$ cat config.mk
export PLATFORM = sky130hd
export DESIGN_NAME = gate_stim_seq_flat
export DESIGN_NICKNAME = d
export VERILOG_FILES = /design/src/rtl/gate_stim_seq_if.sv /design/src/rtl/gate_stim_seq.sv /design/src/flat_wrapper.sv
export SDC_FILE = /design/constraint.sdc
export NUM_CORES = 1
export LEC_CHECK = 0
export ABC_AREA = 1
export CAP_MARGIN = 20
export CORE_UTILIZATION = 23
export DETAILED_ROUTE_END_ITERATION = 8
export PLACE_DENSITY = 0.35
export SLEW_MARGIN = 20
export SYNTH_ARGS = -nofsm -noshare
export SYNTH_HDL_FRONTEND = slang
export SYNTH_SLANG_ARGS = --single-unit
export TNS_END_PERCENT = 10
$ cat constraint.sdc
create_clock -name clk -period 1.8 [get_ports clk]
set_clock_uncertainty 0.15 [all_clocks]
set_input_delay 0.27 -clock clk [delete_from_list [all_inputs] [get_ports clk]]
set_output_delay 0.27 -clock clk [all_outputs]
set_load 0.05 [all_outputs]
$ cat src/rtl/gate_stim_seq_if.sv
// gate_stim_seq_if: run control, AND-gate operands/results and status for the stimulus sequencer
interface gate_stim_seq_if;
    logic       start, abort, a, b, c1, c2, busy, done;
    logic [1:0] vec_idx;
    logic [7:0] err_cnt;
    modport master(output start, abort, c1, c2, input a, b, busy, done, vec_idx, err_cnt);
    modport slave(input start, abort, c1, c2, output a, b, busy, done, vec_idx, err_cnt);
endinterface

$ cat src/rtl/gate_stim_seq.sv
// gate_stim_seq: drives Gray-ordered AND vectors and counts mismatching gate responses
module gate_stim_seq #(
    parameter int HOLD_CYCLES = 1,
    parameter int LOOPS       = 1
) (
    input logic           clk,
    input logic           rst,
    gate_stim_seq_if.slave bus
);
    typedef enum logic [1:0] {IDLE, DRIVE, FIN} state_t;
    state_t     state_q, state_d;
    logic [1:0] vec_q, vec_d;
    logic [7:0] hold_q, hold_d, loop_q, loop_d, err_q, err_d;
    logic       a_w, b_w, mism;
    assign a_w = vec_q[1] ^ vec_q[0];
    assign b_w = vec_q[1];
    assign mism = (bus.c1 != (a_w & b_w)) || (bus.c2 != (a_w & b_w));
    assign bus.a = a_w;
    assign bus.b = b_w;
    assign bus.vec_idx = vec_q;
    assign bus.err_cnt = err_q;
    assign bus.busy = state_q == DRIVE;
    assign bus.done = state_q == FIN;
    // next-state: vector stepping, hold/loop counting, saturating error count
    always_comb begin
        state_d = state_q;
        vec_d   = vec_q;
        hold_d  = hold_q;
        loop_d  = loop_q;
        err_d   = err_q;
        case (state_q)
            IDLE: if (bus.start && !bus.abort) begin
                state_d = DRIVE;
                vec_d   = '0;
                hold_d  = '0;
                loop_d  = '0;
                err_d   = '0;
            end
            DRIVE: if (bus.abort) begin
                state_d = IDLE;
                vec_d   = '0;
                hold_d  = '0;
                loop_d  = '0;
            end else if (hold_q == 8'(HOLD_CYCLES - 1)) begin
                err_d  = (mism && err_q != 8'hff) ? err_q + 8'd1 : err_q;
                hold_d = '0;
                vec_d  = vec_q + 2'd1;
                if (vec_q == 2'd3) begin
                    state_d = (loop_q == 8'(LOOPS - 1)) ? FIN : DRIVE;
                    loop_d  = loop_q + 8'd1;
                end
            end else begin
                hold_d = hold_q + 8'd1;
            end
            FIN: state_d = IDLE;
            default: state_d = IDLE;
        endcase
    end
    // state register with synchronous reset taking priority over everything
    always_ff @(posedge clk) begin
        if (rst) begin
            state_q <= IDLE;
            vec_q   <= '0;
            hold_q  <= '0;
            loop_q  <= '0;
            err_q   <= '0;
        end else begin
            state_q <= state_d;
            vec_q   <= vec_d;
            hold_q  <= hold_d;
            loop_q  <= loop_d;
            err_q   <= err_d;
        end
    end
endmodule

$ cat src/flat_wrapper.sv
// flat-port wrapper written by rule: the top's interface ports become plain ports
module gate_stim_seq_flat 
#(
    parameter int HOLD_CYCLES = 1,
    parameter int LOOPS       = 1
)
  (clk, rst, bus_start, bus_abort, bus_c1, bus_c2, bus_a, bus_b, bus_busy, bus_done, bus_vec_idx, bus_err_cnt);
  gate_stim_seq_if bus_i ();
  input logic clk;
  input logic rst;
  input wire logic [$bits(bus_i.start)-1:0] bus_start;
  input wire logic [$bits(bus_i.abort)-1:0] bus_abort;
  input wire logic [$bits(bus_i.c1)-1:0] bus_c1;
  input wire logic [$bits(bus_i.c2)-1:0] bus_c2;
  output wire logic [$bits(bus_i.a)-1:0] bus_a;
  output wire logic [$bits(bus_i.b)-1:0] bus_b;
  output wire logic [$bits(bus_i.busy)-1:0] bus_busy;
  output wire logic [$bits(bus_i.done)-1:0] bus_done;
  output wire logic [$bits(bus_i.vec_idx)-1:0] bus_vec_idx;
  output wire logic [$bits(bus_i.err_cnt)-1:0] bus_err_cnt;
  assign bus_i.start = bus_start;
  assign bus_i.abort = bus_abort;
  assign bus_i.c1 = bus_c1;
  assign bus_i.c2 = bus_c2;
  assign bus_a = bus_i.a;
  assign bus_b = bus_i.b;
  assign bus_busy = bus_i.busy;
  assign bus_done = bus_i.done;
  assign bus_vec_idx = bus_i.vec_idx;
  assign bus_err_cnt = bus_i.err_cnt;
  gate_stim_seq #(.HOLD_CYCLES(HOLD_CYCLES), .LOOPS(LOOPS)) u_core (.clk(clk), .rst(rst), .bus(bus_i));
endmodule
; ---- After elaboration in Yosys (flattened, before gate mapping)
; Index checks and enable logic that the tools add are counted.
[totals]
ramBits = 0
latchBits = 0
romBits = 0
input_bits = 6
ff_bits = 28
memories = 0
[op_classes]
n_mux = 22
addsub = 4
n_shift = 0
bitwise = 2
n_lt_le_gt_ge = 0
multipliers = 0
n_eq_ne = 12
n_reduce_logical = 13
div_mod_pow = 0
[ops]
columns = op, n
row1 = 8-bit two-way mux, 9
row2 = 8-bit case mux with 2 select lines, 3
row3 = 8-bit by 1-bit adder with 8-bit output (second input constant), 3
row4 = 8-bit zero test, 2
row5 = 2-bit two-way mux, 8
row6 = 8-bit != test (second input constant), 1
row7 = 2-bit case mux with 2 select lines, 2
row8 = 2-bit by 1-bit != test with 1-bit output (second input constant), 3
row9 = 3-bit by 2-bit != test with 1-bit output (second input constant), 2
row10 = 3-bit AND reduction, 2
row11 = 5-bit AND reduction, 1
row12 = 2-bit equality test (second input constant), 2
row13 = 4-bit AND reduction, 1
row14 = 2-bit by 1-bit adder with 2-bit output (second input constant), 1
row15 = 2-bit by 1-bit equality test with 1-bit output (second input constant), 1
row16 = 1-bit logical AND, 2
row17 = 2-bit zero test, 1
row18 = 1-bit != test, 2
row19 = 2-bit != test (second input constant), 1
row20 = 2-bit AND reduction, 1
row21 = 2-bit nonzero test, 1
row22 = 1-bit bitwise AND, 1
row23 = 1-bit zero test, 1
row24 = 1-bit logical OR, 1
row25 = 1-bit bitwise XOR, 1

; ---- Longest topological paths before layout
; Gate-level depths: netlist of run 1.
[depth]
ltp_word = 9
ltp_mapped = 11
mapped_depth_nobuf = 11

; ---- Worst setup path before layout of run 1
; Ideal clock, no wire load.
[synth_path]
kind = register to register
start = register u_core.err_q[0], in the netlist u_core.bus.err_cnt[0]
end = register u_core.err_q[2], in the netlist u_core.bus.err_cnt[2]
arrival_time_ns = 1.696
path_stages_with_launch = 10
path_slack_ns = -0.117
period_less_slack_ns = 1.917
setup_ns = 0.070
cell_sequence = dfxtp_1 ha_1 nand2_1 inv_1 nand3b_1 nand2_2 nand2_4 nand2_4 nand2_1 a21oi_1
[synth_between]
elab_chain_cells = 5
elab_cells_between_ends = 9
[synth_rtl]
columns = element, line_no
row1 = start: declaration, gate_stim_seq.sv:13  ; logic [7:0] hold_q, hold_d, loop_q, loop_d, err_q, err_d;
row2 = start signal: assignment, gate_stim_seq.sv:72  ; err_q <= err_d;
row3 = 8-bit by 1-bit adder with 8-bit output, gate_stim_seq.sv:45  ; err_d = (mism && err_q != 8'hff) ? err_q + 8'd1 : err_q;
row4 = 8-bit two-way mux, gate_stim_seq.sv:45
row5 = 8-bit two-way mux, gate_stim_seq.sv:44  ; end else if (hold_q == 8'(HOLD_CYCLES - 1)) begin
row6 = 8-bit two-way mux, gate_stim_seq.sv:39  ; DRIVE: if (bus.abort) begin
row7 = 8-bit case mux with 2 select lines, gate_stim_seq.sv:31  ; case (state_q)
; Several ways; a longest one is shown, not always the timed one. The select of a mux whose other input is x is not followed.
; A chain may end at the register's enable or synchronous reset.

; ---- Final worst setup path of run 1
[layout_path]
start = register u_core.state_q[1]
end = output bus_busy
[layout_between]
elab_chain_cells = 1
[layout_rtl]
columns = element, line_no
row1 = start: declaration, gate_stim_seq.sv:11  ; state_t state_q, state_d;
row2 = start signal: assignment, gate_stim_seq.sv:68  ; state_q <= state_d;
row3 = 2-bit by 1-bit equality test with 1-bit output, gate_stim_seq.sv:22  ; assign bus.busy = state_q == DRIVE;
row4 = end: declaration, flat_wrapper.sv:17  ; output wire logic [$bits(bus_i.busy)-1:0] bus_busy;
; No other way between the ends.

==> summary.txt, run 1 <==
Status: finished, final reports clean
Fin util: 31.6%
Pin count of the biggest net entering global routing: 16
Post-synth EDFFs: 0
Gr usage total: 12.7%
Ant. Diodes: 0
Layout cells sized above 1: 22.3%
Clock H-tree levels: 1
Placed Cells: 409
Syn_area_per_cell: 6.51 um2
Final net count: 328
Slew Limit Fails: 0
Max stage delay on crit path: 0.35 ns
# IOs: 20
Final Wtd Congestion: 0.746
Yosys reg bits: 28
Antenna-violating nets left: 0
Clk_lat worst skew: 0.28 ns
Arrival time at the worst endpoint: 1.29 ns
Yosys top cell area share: 31.8%
Top cells by count, synth: nand2_1 (76), nor2_1 (43), inv_1 (29)
Initial Util: 24.1%
Worst-path cell chain: inv_1 > nand2_1 > inv_2 > buf_12
Detailed Place HPWL: 3.76 mm
Post-Layout Cell Count: 413
Leak pwr: 0.942 nW
CORE AREA: 0.00733 mm2
Vias per cell: 4.23
Critical path fanouts, max: 4
Overflow after GRT: 0
RSZ-0062 raised after global routing: no
Minimum clock period: 1.71 ns
Wirelength per Cell: 11.5 um
Largest cells by area after synthesis: dfxtp_1 (32%), nand2_1 (16%), nor2_1 (9.1%)
Initial antenna violation count: 0
Routed wire length: 4.75 mm
Library cells used by synthesis: 33
Port buffer count: 19
Worst-Margin Slew: 0.345 ns
Cell count after synthesis: 271
Syn Std Cell Area: 0.00177 mm2
Syn. warnings: 0
Worst setup EP type: output pin
Period utilization: 95.3%
Slowest-stage cell, CP: dfxtp_1
# rows: 31
Clock tree sinks: 28
CTS tree: yes
DIE AREA: 0.00803 mm2
Clk root buf: clkbuf_8
Final hold vios: 0
Syn_nets: 284
Die Ht: 89.6 um
Hold crit path type: reg2reg
Register area share after synthesis: 31.8%
Yosys top cell by area: dfxtp_1
1st-iter DRT viols: 45
Worst setup path class: reg2out
Vias in the first global route: 1,639
Die W: 89.6 um
Setup_tns: 0 ns
Critical path startpoint category: flop
Max-capacitance violation count: 0
First-pass GRT wire length: 7.73 mm
Setup violators final: 0
Leading register cell type out of synthesis: dfxtp_1
Post-synth ARST share: 0%
Worst-path clk slew: 0.11 ns
Peak supply drop: 0.000312 V
DRC viols: 0
Critical path required time: 1.38 ns
Most frequent cell after synthesis: nand2_1
Slew HR: 76.8%
Clock Tree Buf Depth: 2
Area Overhead vs Synth: 31.3%
Fill cells: 808
PD cells: 595 mW/mm2
TritonCTS buffer count: 3
DRT Pass-1 Iters: 4
Routed vias: 1,746
Cts hold-fix bufs: 0
Max frequency: 583 MHz
placed cells by master, fill, tap and decap left out, drive strengths merged, types with 2 or more instances in the layout:
cell type / synthesis / layout
a21oi: 22 / 22
buf: 1 / 37
clkbuf: 2 / 4
clkdlybuf4s50: 0 / 5
dfxtp: 28 / 28
ha: 7 / 7
inv: 31 / 31
nand2: 85 / 85
nand3: 21 / 21
nand3b: 2 / 2
nand4: 5 / 5
nor2: 49 / 49
nor3: 4 / 4
o21ai: 5 / 5
worst paths after layout:
check                           slack (ns)               endpoint             startpoint  depth (start not counted)
worst max-delay path                  0.09               bus_busy      u_core.state_q[1]                          4
worst min-delay path                  0.34       u_core.hold_q[7]       u_core.hold_q[7]                          2
worst max register to register        0.13  u_core.bus.err_cnt[1]  u_core.bus.vec_idx[0]                         10
worst min register to register        0.34       u_core.hold_q[7]       u_core.hold_q[7]                          2
area by class of cell:
cell class              instances  area, um2  area share, %
multi-input cells             208       1070           46.2
flip-flops and latches         28        566           24.4
inverters                      32        124           5.35
well taps                      99        124           5.35
repair buffers                 42        378           16.3
clock buffers                   4       55.1           2.38
repair_timing:
action                                  CTS  global route
endpoints found under the setup margin    1             2
buffers inserted                          0             0
pin swaps                                 0             0
gates resized for setup                   1             1
metrics by stage:
step	power (mW)	area [um2]	hold WS, ns	setup WS [ns]
6_report	1.38	2320	0.336	0.0853
5_1_grt	1.46	2320	0.374	0.00115
4_1_cts	1.42	2310	0.341	0.0655
3_5_place_dp	0.991	2260	0.323	-0.126
3_3_place_gp	0.993	2260	0.326	-0.108
2_1_floorplan	0.843	1770	0.189	0.0175
critical path: cells and delay by family, from the launching register on:
kind	cells	cell delay, ns
buf+inv	3	0.49
flops	1	0.35
simple gates	1	0.17
kinds of logic after synthesis:
logic type / after synthesis / synth area share, %
buffers and inverters: 35 / 7.87
xor gates and xnor gates: 1 / 0.496
AOI/OAI and AO/OA: 32 / 10.6
and+or+nand+nor: 168 / 44.4
DFF: 28 / 31.8
adders and majority gates: 7 / 4.96
flip-flops by register name, indices dropped and copies added (netlist names):
name / count
u_core.loop_q: 8
u_core.state_q: 2
u_core.hold_q: 8
u_core.bus.vec_idx: 2
u_core.bus.err_cnt: 8
layer usage:
| metal | vias up | track usage [%] | routed length [um] |
|---|---|---|---|
| li1 | 947 | - | - |
| met1 | 781 | 16.3 | 2320 |
| met2 | 16 | 22.3 | 2290 |
| met3 | 2 | 1.83 | 102 |
| met4 | 0 | 3.46 | 34 |
| met5 | - | 0 | 0 |
power breakdown:
group	total, mW	switching, mW	internal, mW
logic	0.328	0.198	0.130
clock network	0.407	0.211	0.196
registers	0.644	0.0116	0.632
total	1.38	0.420	0.959
Note: power is estimated with default switching activity, not from simulation.
==> run 2: changes to the inputs <==
Settings changed: CORE_MARGIN from default to 5.
==> run 2 against run 1 <==
Via count fell by 0.23%. Critical endpoint is now bus_a. Highest routed layer unchanged. Clock power rose by 27%. Count of clock-buffer cells in the layout fell by 1. Largest power group unchanged. First-iteration DRC count rose by 11%. Critical path type unchanged.
==> summary.txt, run 2 (synthesized netlist as in run 1, its figures left out) <==
Status: finished, final reports clean (unchanged)
Die W: 97.6 um (was 89.6 um)
Finished Cell Area: 0.00234 mm2 (was 0.00232 mm2)
Worst setup path class: reg2out (unchanged)
Met2 Use GR: 16.7% (was 22.3%)
Worst-Margin Slew: 0.369 ns (was 0.345 ns)
Final worst setup slack: 0.118 ns (was 0.0853 ns)
DRT Pass-1 Iters: 4 (unchanged)
Gr usage total: 10.3% (was 12.7%)
Clk root buf: clkbuf_8 (unchanged)
Cell Area, Placed: 0.00227 mm2 (was 0.00226 mm2)
Area Overhead vs Synth: 32.5% (was 31.3%)
Layout cells sized above 1: 22.2% (was 22.3%)
Fin util: 30.8% (was 31.6%)
Detailed Place HPWL: 3.81 mm (was 3.76 mm)
Clk pwr share: 34.8% (was 29.5%)
Antenna-violating nets left: 0 (unchanged)
Overflow after GRT: 0 (unchanged)
Hold crit path type: reg2reg (unchanged)
Setup violators final: 0 (unchanged)
Critical path required time: 1.38 ns (about the same)
Critical path fanouts, max: 4 (unchanged)
# rows: 32 (was 31)
Vias per cell: 4.18 (was 4.23)
Gate power share: 21.9% (was 23.8%)
Max-capacitance violation count: 0 (unchanged)
Setup_tns: 0 ns (unchanged)
Commonest non-fill, non-tap cells in the layout: nand2_1 (76), nor2_1 (43), buf_4 (34) (was nand2_1 (76), nor2_1 (43), buf_4 (33))
TritonCTS buffer count: 3 (unchanged)
Critical path startpoint category: flop (unchanged)
Final net count: 329 (was 328)
Clock tree sinks: 28 (unchanged)
Max stage delay on crit path: 0.37 ns (was 0.35 ns)
Peak supply drop: 0.000276 V (was 0.000312 V)
CTS tree: yes (unchanged)
Final hold vios: 0 (unchanged)
Period utilization: 93.5% (was 95.3%)
DIE AREA: 0.00953 mm2 (was 0.00803 mm2)
Arrival time at the worst endpoint: 1.26 ns (was 1.29 ns)
CORE AREA: 0.00761 mm2 (was 0.00733 mm2)
Routed wire length: 4.70 mm (was 4.75 mm)
Slew HR: 75.4% (was 76.8%)
Post-CTS Repair Setup Buffers: 0 (unchanged)
Worst-path cell chain: inv_1 > ha_1 > inv_1 > buf_12 (was inv_1 > nand2_1 > inv_2 > buf_12)
Vias in the first global route: 1,648 (was 1,639)
Met3 global-route usage: 1.65% (was 1.83%)
Routed vias: 1,742 (was 1,746)
Wirelength per Cell: 11.3 um (was 11.5 um)
Footprint of the multi-input gates: 0.00107 mm2 (about the same)
Fill cells: 871 (was 808)
Clk_lat worst skew: 0.28 ns (about the same)
First-pass GRT wire length: 8.14 mm (was 7.73 mm)
Port buffer count: 19 (unchanged)
Initial Util: 23.2% (was 24.1%)
Die Ht: 97.6 um (was 89.6 um)
GR Util met1: 14.3% (was 16.3%)
# IOs: 20 (unchanged)
1st-iter DRT viols: 50 (was 45)
Slowest-stage cell, CP: dfxtp_2 (was dfxtp_1)
Minimum clock period: 1.68 ns (was 1.71 ns)
Final Wtd Congestion: 0.726 (was 0.746)
Leak pwr: 0.952 nW (was 0.942 nW)
CP most frequent cell: inv_1
Cell internal pwr: 1.06 mW (was 959 uW)
Worst-path clk slew: 0.10 ns (was 0.11 ns)
Register share of total power: 43.3% (was 46.7%)
Switching Share: 28.8% (was 30.5%)
Commonest non-fill, non-tap cell in the layout: nand2_1 (unchanged)
RSZ-0062 raised after global routing: no (unchanged)
Switching Power: 428 uW (was 420 uW)
Total Power: 1.49 mW (was 1.38 mW)
Initial antenna violation count: 0 (unchanged)
Clock H-tree levels: 1 (unchanged)
GR peak layer: met2 (unchanged)
Register area: 566 um2 (unchanged)
Ant. Diodes: 0 (unchanged)
Cts hold-fix bufs: 0 (unchanged)
Max frequency: 594 MHz (was 583 MHz)
DRC viols: 0 (unchanged)
Slew Limit Fails: 0 (unchanged)
Post-CTS Resized: 0 (was 1)
Worst setup EP type: output pin (unchanged)
Pin count of the biggest net entering global routing: 17 (was 16)
PD cells: 636 mW/mm2 (was 595 mW/mm2)
Clock Tree Buf Depth: 2 (unchanged)
Dpl ws: -0.147 ns (was -0.126 ns)
==> run 2: cell count changes in the layout (fill, tap and decap cells not counted), sizes merged <==
cell / delta
bufinv: +1
buf: +1
clkbuf: -1
==> run 2: cell type report <==
class,instances,share of cell area (%)
repair buffers,43,16.5
inverters,32,5.29
multi-input cells,208,45.6
flip-flops and latches,28,24.2
clock buffers,3,1.76
well taps,102,5.45
clock inverters,1,1.28
==> run 2: metal layers <==
metal	wire length (um)	vias to the layer above
met2	2220	16
li1	-	949
met4	43	0
met5	0	-
met1	2350	773
met3	90	4
==> run 2: per-stage QoR <==
stage | hold slack, ns | std cells
floorplan | 0.189 | 271
global placement | 0.318 | 413
detailed placement | 0.326 | 413
CTS | 0.343 | 417
global route | 0.374 | 417
finish | 0.341 | 417
==> run 2: worst paths after layout <==
| kind | startpoint | endpoint | slack, ns | cells past startpoint |
|---|---|---|---|---|
| worst max-delay path | u_core.bus.vec_idx[0] | bus_a | 0.12 | 4 |
| worst min-delay path | u_core.hold_q[7] | u_core.hold_q[7] | 0.34 | 2 |
| worst max register to register | u_core.hold_q[6] | u_core.loop_q[5] | 0.16 | 8 |
| worst min register to register | u_core.hold_q[7] | u_core.hold_q[7] | 0.34 | 2 |
==> run 2: worst max-delay path, delay by kind of cell (launching register included) <==
family,cells,cell delay (ns)
adder cells (fa/ha/maj),1,0.28
flip-flops,1,0.37
buffers and inverters,3,0.34
==> run 2: power groups by stage <==
stage	registers, mW	logic [mW]	clock network, mW
floorplan	0.669	0.174	0
global placement	0.659	0.335	0
detailed placement	0.658	0.333	0
CTS	0.644	0.334	0.542
global route	0.647	0.362	0.568
finish	0.644	0.326	0.517
==> run 3: changes to the inputs <==
Settings changed: MAX_ROUTING_LAYER from default to met4.
==> run 3 against run 2 <==
Combinational power hardly changed. Utilization did not move. Sequential share of layout area stayed put. Non-clock buffer count unchanged. Maximum frequency shrank 0.24%. Flip-flop and latch count unchanged. Critical path depth did not move. Critical path type unchanged. Cell area is the same. Routed wire length decreased by 0.11%. Via count decreased by 0.34%.
==> summary.txt, run 3 (synthesized netlist as in run 1, its figures left out) <==
Max frequency: 593 MHz (was 594 MHz)
Routed wire length: 4.70 mm (about the same)
Vias in the first global route: 1,645 (was 1,648)
Clock Tree Buf Depth: 2 (unchanged)
Post-CTS Repair Setup Buffers: 0 (unchanged)
Leak pwr: 0.952 nW (unchanged)
Hold crit path type: reg2reg (unchanged)
Initial Util: 23.2% (unchanged)
Antenna-violating nets left: 0 (unchanged)
Peak supply drop: 0.000276 V (about the same)
Detailed Place HPWL: 3.81 mm (unchanged)
Clk_lat worst skew: 0.28 ns (about the same)
Cts hold-fix bufs: 0 (unchanged)
Vias per cell: 4.16 (was 4.18)
First-pass GRT wire length: 8.16 mm (was 8.14 mm)
Fill cells: 871 (unchanged)
CORE AREA: 0.00761 mm2 (unchanged)
Fin util: 30.8% (unchanged)
Worst-path cell chain: inv_1 > ha_1 > inv_1 > buf_12 (unchanged)
# rows: 32 (unchanged)
Minimum clock period: 1.69 ns (was 1.68 ns)
# IOs: 20 (unchanged)
Slew HR: 75.4% (about the same)
Pin count of the biggest net entering global routing: 17 (unchanged)
Overflow after GRT: 0 (unchanged)
RSZ-0062 raised after global routing: no (unchanged)
Final hold vios: 0 (unchanged)
Max stage delay on crit path: 0.37 ns (about the same)
Clk root buf: clkbuf_8 (unchanged)
Setup violators final: 0 (unchanged)
CP most frequent cell: inv_1 (unchanged)
Area Overhead vs Synth: 32.5% (unchanged)
Final Wtd Congestion: 0.735 (was 0.726)
Clock tree sinks: 28 (unchanged)
Die Ht: 97.6 um (unchanged)
Worst-Margin Slew: 0.369 ns (about the same)
CTS tree: yes (unchanged)
Clock H-tree levels: 1 (unchanged)
Max-capacitance violation count: 0 (unchanged)
Slew Limit Fails: 0 (unchanged)
TritonCTS buffer count: 3 (unchanged)
Initial antenna violation count: 0 (unchanged)
Port buffer count: 19 (unchanged)
Final net count: 329 (unchanged)
PD cells: 636 mW/mm2 (about the same)
1st-iter DRT viols: 69 (was 50)
Period utilization: 93.7% (was 93.5%)
Ant. Diodes: 0 (unchanged)
Wirelength per Cell: 11.3 um (about the same)
Setup_tns: 0 ns (unchanged)
Worst setup EP type: output pin (unchanged)
Commonest non-fill, non-tap cells in the layout: nand2_1 (76), nor2_1 (43), buf_4 (34) (unchanged)
Slowest-stage cell, CP: dfxtp_2 (unchanged)
Gr usage total: 10.6% (was 10.3%)
Critical path fanouts, max: 4 (unchanged)
Critical path startpoint category: flop (unchanged)
Critical path required time: 1.38 ns (about the same)
Arrival time at the worst endpoint: 1.27 ns (was 1.26 ns)
Worst-path clk slew: 0.10 ns (about the same)
Worst setup path class: reg2out (unchanged)
DRC viols: 0 (unchanged)
Status: finished, final reports clean (unchanged)
Layout cells sized above 1: 22.2% (unchanged)
DRT Pass-1 Iters: 4 (unchanged)
Routed vias: 1,736 (was 1,742)
DIE AREA: 0.00953 mm2 (unchanged)
Commonest non-fill, non-tap cell in the layout: nand2_1 (unchanged)
Die W: 97.6 um (unchanged)
run 3: cell counts in the layout (fill, tap and decap cells not counted):
No cell type changed its count.
run 3: worst max-delay path, delay by kind of cell, from the launching register on:
kind,cells,cell delay (ns)
buffers and inverters,3,0.34
flip-flops,1,0.37
adder cells (fa/ha/maj),1,0.28
run 3: layout make-up:
cell class | count | area (um2) | share of cell area [%]
tap | 102 | 128 | 5.45
clock inverter | 1 | 30.0 | 1.28
inverter | 32 | 124 | 5.29
clock buffer | 3 | 41.3 | 1.76
timing repair buffer | 43 | 385 | 16.5
multi-input combinational | 208 | 1070 | 45.6
sequential | 28 | 566 | 24.2
run 3: report_power, final:
group,switching (mW),internal [mW],total (mW)
Clock,0.219,0.298,0.517
Combinational,0.198,0.129,0.326
Sequential,0.0116,0.632,0.644
run 3: per-stage QoR:
stage	cells	instance area, um2	setup slack [ns]	hold WS, ns	power, mW
detailed placement	413	2270	-0.147	0.326	0.991
global placement	413	2270	-0.141	0.318	0.994
CTS	417	2340	0.0633	0.343	1.52
global route	417	2340	0.00257	0.374	1.58
floorplan	271	1770	0.0175	0.189	0.843
finish	417	2340	0.114	0.341	1.49
run 3: metal layers:
layer  up-vias  global-route usage, %  wire (um)
met1       767                   14.4       2350
met2        16                   16.7       2240
met5         -                      -          0
met4         0                   2.56         21
li1        949                      -          -
met3         4                   1.65         90
run 3: what timing repair did:
item | CTS | global route
endpoints found under the setup margin | 0 | 1
endpoints found under the hold margin | 0 | 0
gates resized for setup | 0 | 1
run 3: path summary, 6_finish.rpt:
kind	slack, ns	from	cells past startpoint	end
max	0.11	u_core.bus.vec_idx[0]	4	bus_a
min reg2reg	0.34	u_core.hold_q[7]	2	u_core.hold_q[7]
max reg2reg	0.16	u_core.hold_q[6]	8	u_core.loop_q[5]
min	0.34	u_core.hold_q[7]	2	u_core.hold_q[7]
